===== src/rtl/uart_tx_arb.sv =====
// uart_tx_arb
// Arbitrates four byte-wide clients onto one UART transmitter. Each grant
// produces a single write strobe. The arbiter then waits for the
// transmitter's end-of-frame pulse or a timeout. An optional idle gap can
// follow each frame.
//
// Ports
//   clk_i        system clock, rising edge
//   rst_i        asynchronous active-high reset
//   req_i[3:0]   level request per client, held until its ack
//   req_data_i   client i byte on [8i+7:8i]
//   ack_o[3:0]   one-clock pulse: client byte accepted
//   done_o[3:0]  one-clock pulse: client frame completed
//   err_o        one-clock pulse: tx_done timeout
//   owner_o      current / last granted client
//   busy_o       high whenever the FSM is not idle
//   tx_wrreq_o   write strobe to the transmitter
//   tx_wdata_o   byte to the transmitter
//   tx_rdy_i     transmitter idle flag
//   tx_done_i    transmitter end-of-frame pulse
//
// state | meaning
// IDLE  | waiting for tx_rdy and a request; arbitrates and grants
// ISSUE | write strobe and ack for the granted client (one clock)
// WAIT  | waiting for tx_done, timeout counter running
// GAP   | GAP_CYCLES idle clocks before the next grant
module uart_tx_arb #(
    parameter int unsigned GAP_CYCLES     = 0,
    parameter int unsigned TIMEOUT_CYCLES = 2000
) (
    input  logic        clk_i,
    input  logic        rst_i,
    input  logic [3:0]  req_i,
    input  logic [31:0] req_data_i,
    output logic [3:0]  ack_o,
    output logic [3:0]  done_o,
    output logic        err_o,
    output logic [1:0]  owner_o,
    output logic        busy_o,
    output logic        tx_wrreq_o,
    output logic [7:0]  tx_wdata_o,
    input  logic        tx_rdy_i,
    input  logic        tx_done_i
);

    typedef enum logic [1:0] {
        S_IDLE  = 2'd0,
        S_ISSUE = 2'd1,
        S_WAIT  = 2'd2,
        S_GAP   = 2'd3
    } state_t;

    localparam logic [31:0] TMO_LAST = 32'(TIMEOUT_CYCLES) - 32'd1;
    localparam logic [31:0] GAP_LAST = 32'(GAP_CYCLES) - 32'd1;

    state_t      state_q, state_d;
    logic [1:0]  owner_q, owner_d;
    logic [1:0]  last_q, last_d;
    logic [7:0]  wdata_q, wdata_d;
    logic        wrreq_q, wrreq_d;
    logic [3:0]  ack_q, ack_d;
    logic [3:0]  done_q, done_d;
    logic        err_q, err_d;
    logic [31:0] tmo_cnt_q, tmo_cnt_d;
    logic [31:0] gap_cnt_q, gap_cnt_d;

    logic        grant_vld;
    logic [1:0]  grant_idx;
    logic [1:0]  cand;

    // Round-robin pick: scan from lowest to highest priority so the
    // last hit (last_q+1) wins.
    always_comb begin
        grant_vld = 1'b0;
        grant_idx = last_q;
        cand      = last_q;
        for (int k = 4; k >= 1; k--) begin
            cand = last_q + 2'(k);
            if (req_i[cand]) begin
                grant_vld = 1'b1;
                grant_idx = cand;
            end
        end
    end

    always_comb begin
        state_d   = state_q;
        owner_d   = owner_q;
        last_d    = last_q;
        wdata_d   = wdata_q;
        wrreq_d   = 1'b0;
        ack_d     = 4'b0000;
        done_d    = 4'b0000;
        err_d     = 1'b0;
        tmo_cnt_d = tmo_cnt_q;
        gap_cnt_d = gap_cnt_q;

        unique case (state_q)
            S_IDLE: begin
                if (tx_rdy_i && grant_vld) begin
                    state_d            = S_ISSUE;
                    owner_d            = grant_idx;
                    last_d             = grant_idx;
                    wdata_d            = req_data_i[{grant_idx, 3'b000} +: 8];
                    wrreq_d            = 1'b1;
                    ack_d[grant_idx]   = 1'b1;
                end
            end
            S_ISSUE: begin
                state_d   = S_WAIT;
                tmo_cnt_d = 32'd0;
            end
            S_WAIT: begin
                // tx_done takes precedence over a coincident timeout
                if (tx_done_i) begin
                    done_d[owner_q] = 1'b1;
                    if (GAP_CYCLES > 0) begin
                        state_d   = S_GAP;
                        gap_cnt_d = 32'd0;
                    end else begin
                        state_d = S_IDLE;
                    end
                end else if ((TIMEOUT_CYCLES != 0) && (tmo_cnt_q == TMO_LAST)) begin
                    err_d   = 1'b1;
                    state_d = S_IDLE;
                end else begin
                    tmo_cnt_d = tmo_cnt_q + 32'd1;
                end
            end
            S_GAP: begin
                if (gap_cnt_q == GAP_LAST) begin
                    state_d = S_IDLE;
                end else begin
                    gap_cnt_d = gap_cnt_q + 32'd1;
                end
            end
            default: state_d = S_IDLE;
        endcase
    end

    always_ff @(posedge clk_i or posedge rst_i) begin
        if (rst_i) begin
            state_q   <= S_IDLE;
            owner_q   <= 2'd0;
            last_q    <= 2'd3;
            wdata_q   <= 8'h00;
            wrreq_q   <= 1'b0;
            ack_q     <= 4'b0000;
            done_q    <= 4'b0000;
            err_q     <= 1'b0;
            tmo_cnt_q <= 32'd0;
            gap_cnt_q <= 32'd0;
        end else begin
            state_q   <= state_d;
            owner_q   <= owner_d;
            last_q    <= last_d;
            wdata_q   <= wdata_d;
            wrreq_q   <= wrreq_d;
            ack_q     <= ack_d;
            done_q    <= done_d;
            err_q     <= err_d;
            tmo_cnt_q <= tmo_cnt_d;
            gap_cnt_q <= gap_cnt_d;
        end
    end

    assign ack_o      = ack_q;
    assign done_o     = done_q;
    assign err_o      = err_q;
    assign owner_o    = owner_q;
    assign tx_wrreq_o = wrreq_q;
    assign tx_wdata_o = wdata_q;
    assign busy_o     = (state_q != S_IDLE);

endmodule


===== config.mk =====
export PLATFORM = sky130hd
export DESIGN_NAME = uart_tx_arb
export DESIGN_NICKNAME = d
export VERILOG_FILES = /design/src/rtl/uart_tx_arb.sv
export SDC_FILE = /design/constraint.sdc
export NUM_CORES = 1
export LEC_CHECK = 0
export ABC_AREA = 1
export BUFFER_PORTS_ARGS = -buffer_cell sky130_fd_sc_hd__clkbuf_2
export CAP_MARGIN = 25
export CORE_MARGIN = 2
export CORE_UTILIZATION = 30
export DETAILED_ROUTE_END_ITERATION = 10
export GPL_ROUTABILITY_DRIVEN = 1
export MAX_ROUTING_LAYER = met4
export PLACE_DENSITY_LB_ADDON = 0.3
export SETUP_SLACK_MARGIN = 0.1
export SLEW_MARGIN = 20
export SYNTH_ARGS = -nofsm -noshare
export SYNTH_HDL_FRONTEND = slang
export SYNTH_SLANG_ARGS = --single-unit

===== constraint.sdc =====
create_clock -name clk_i -period 6.28 [get_ports clk_i]
set_input_delay 0.942 -clock clk_i [delete_from_list [all_inputs] [get_ports clk_i]]
set_output_delay 0.942 -clock clk_i [all_outputs]
set_load 0.05 [all_outputs]

==> run_results.csv <==
group,metric,value,unit
sta,setup_tns,0,ns
critical_path,path_class,"flop to flop",
global_routing,antenna_found_initial,0,
critical_path,required,6.56,ns
clock_tree,cts_htree_levels,3,
sta,slew_violations,0,
sta,finClkSkew,0.00987,ns
sta,finalCritPeriodShare,0.392,
place,finalWeightedCongestion,0.897,
routing,via_per_inst,4.73,
routing,drc,0,
global_routing,busiest_layer,"met1",
critical_path,cp_max_fo,51,
cells_and_area,drive_above_1_share,0.157,
synthesis,synth.largest_area_cell,"dfrtp_1",
cells_and_area,layout.nets,816,
global_routing,grt_use_met1,0.220,
global_routing,use_met2,0.216,
sta,finalSetupViolCount,0,
clock_tree,cts_hold_buf,0,
critical_path,endpoint_kind,"flop",
clock_tree,cts_resized,0,
clock_tree,path_clk_slew,0.06,ns
floorplanning,initial_core_util,0.308,
synthesis,yosysUniqueCellTypes,38,
global_routing,grt_overflow,0,
synthesis,syn_area,0.00537,sq mm
global_routing,grt_pass1_vias,4474,
status,status,"finished clean",
critical_path,cp-start-kind,"flop",
global_routing,grt_pass1_wl,22500,um
sta,finalHoldViolations,0,
floorplanning,die_h,138,um
clock_tree,ctsRootBufferMaster,"clkbuf_16",
routing,wl_per_cell,13.2,um
synthesis,syn_inst,723,
clock_tree,clk_latency,0.35,ns
sta,worst_hold_slack,0.486,ns
global_routing,gr-usage-all-layers,0.154,
synthesis,synth_commonest_cells,"nand2_1, dfrtp_1, nor2_1, nand3_1, inv_1",
floorplanning,fp-row-count,48,
cells_and_area,final_area,0.00609,sq mm
synthesis,seq_area_frac_synth,0.411,
global_routing,grt_max_degree,68,
cells_and_area,syn_to_final_growth,13.5,%
cells_and_area,fillers,1891,
synthesis,syn_nets,765,
routing,ant_nets,0,
clock_tree,numClockSinks,88,
place,dpl_cell_area,0.00580,sq mm
power,peakVddDrop,0.137,mV
clock_tree,post-cts-setup-buffer-count,0,
synthesis,ys_ff_latch,88,
job,cap_violations,0,
cells_and_area,fin_util,0.350,
critical_path,arrival,2.74,ns
clock_tree,numCtsBuffers,9,
power,power_density,191,mW/mm^2
synthesis,syn_area_per_cell,7.43,sq um
critical_path,regToRegSetupSlack,3.82,ns
clock_tree,clock_path_buffers,2,
synthesis,async_flop_share,1.00,
sta,grt_setup_unrepaired,"no",
synthesis,synthTopCellsByArea,"dfrtp_1, nand2_1, xor2_1",
routing,first_iter_violations,370,
sta,slew_headroom,0.436,
power,leakagePower,2.83,nW
place,port-buffer-count,60,
routing,routed_wl,13300,um
routing,drtPass1Iterations,5,
floorplanning,die_x,138,um
floorplanning,dieArea,0.0190,sq mm
synthesis,yosysMostFrequentCell,"nand2_1",
synthesis,yosysTopAreaCellShare,0.401,
floorplanning,io_pins,61,
synthesis,yosys_warnings,0,
floorplanning,coreArea,0.0174,sq mm
sta,tightest_slew,0.847,ns
clock_tree,cts_tree,"done",
sta,max_freq,406,MHz
min_path,hold_path_class,"flop to flop",
synthesis,synth_edf_count,0,
routing,via_count,4752,
cells_and_area,diodes,0,
synthesis,ys.flop_type,"dfrtp_1",
sta,min_period,2.46,ns
place,dpl.hpwl,9960,um
global_routing,use_met3,0.0416,
## metrics by stage
step	total power, mW	setup slack [ns]	std cells
floorplan	0.613	3.06	723
global placement	0.633	3.67	988
detailed placement	0.632	3.60	988
CTS	1.18	3.81	1004
global route	1.22	3.49	1004
finish	1.16	3.82	1004
## registers in the layout, summed over array words and instances, names as in the netlist
register    count
gap_cnt_q      32
tmo_cnt_q      32
tx_wdata_o      8
ack_o           4
done_o          4
last_q          2
owner_o         2
state_q         2
err_o           1
tx_wrreq_o      1
## where the power goes
part	leakage [nW]	internal (mW)	switching, mW
Combinational	1.51	0.0189	0.0351
Clock	0.139	0.311	0.233
Sequential	1.19	0.567	0
## worst max-delay path: stages (launching register included)
cell and delay, ns:
dfrtp_1 0.39, ha_1 0.21, nand2_1 0.10, nor2_2 0.17
nand2_1 0.09, nor3_2 0.23, nand4_2 0.18, nand2_2 0.31
nand2_4 0.37, nand3_1 0.18, nand2_1 0.06, nor2_1 0.10
## worst paths after layout
kind	start	endpoint	cells past startpoint
min	tx_wdata_o[0]	tx_wdata_o[0]	2
min reg2reg	tx_wdata_o[0]	tx_wdata_o[0]	2
max reg2reg	tmo_cnt_q[0]	tmo_cnt_q[5]	11
max in group asynchronous	rst_i	done_o[2]	3
min in group asynchronous	rst_i	gap_cnt_q[23]	2
max	tmo_cnt_q[0]	tmo_cnt_q[5]	11
## per-layer routing
metal  up-vias  wire [um]  part of all wire
li1       2441          -                 -
met1      2182       6880              0.52
met2       114       5520              0.42
met3        15        749             0.056
met4         0        136             0.010
met5         -          0                 0
## layout make-up
type	count	area, sq um	area share
well taps	225	282	0.0462
repair buffers	61	308	0.0505
clock buffers	10	229	0.0376
inverters	58	224	0.0367
multi-input cells	556	2780	0.456
flip-flops and latches	88	2200	0.362
clock inverters	6	67.6	0.0111
## logic make-up after synthesis
family                   count (synthesis)  synth area share
buffers and inverters                   79            0.0715
AO/OA/AOI/OAI                           43            0.0440
adder cells (fa/ha/maj)                  2           0.00466
AND/OR/NAND/NOR                        466             0.396
flip-flops                              88             0.411
XOR/XNOR                                45            0.0734
## layout by cell type, fill, tap and decap left out, drive strengths merged
master / instances
nand2: 258
dfrtp: 86
nor2: 74
clkbuf: 70
inv: 59
nand3: 56
nor3: 37
o21ai: 36
xor2: 33
nand4: 31
xnor2: 12
nor4: 6
a21oi: 5
nor3b: 2
clkinv: 2
ha: 2
clkinvlp: 2
dfstp: 2
nand2b: 1
a21o: 1
nand3b: 1
o41ai: 1
bufinv: 1
buf: 1
Power figures use the tool's default switching activity.
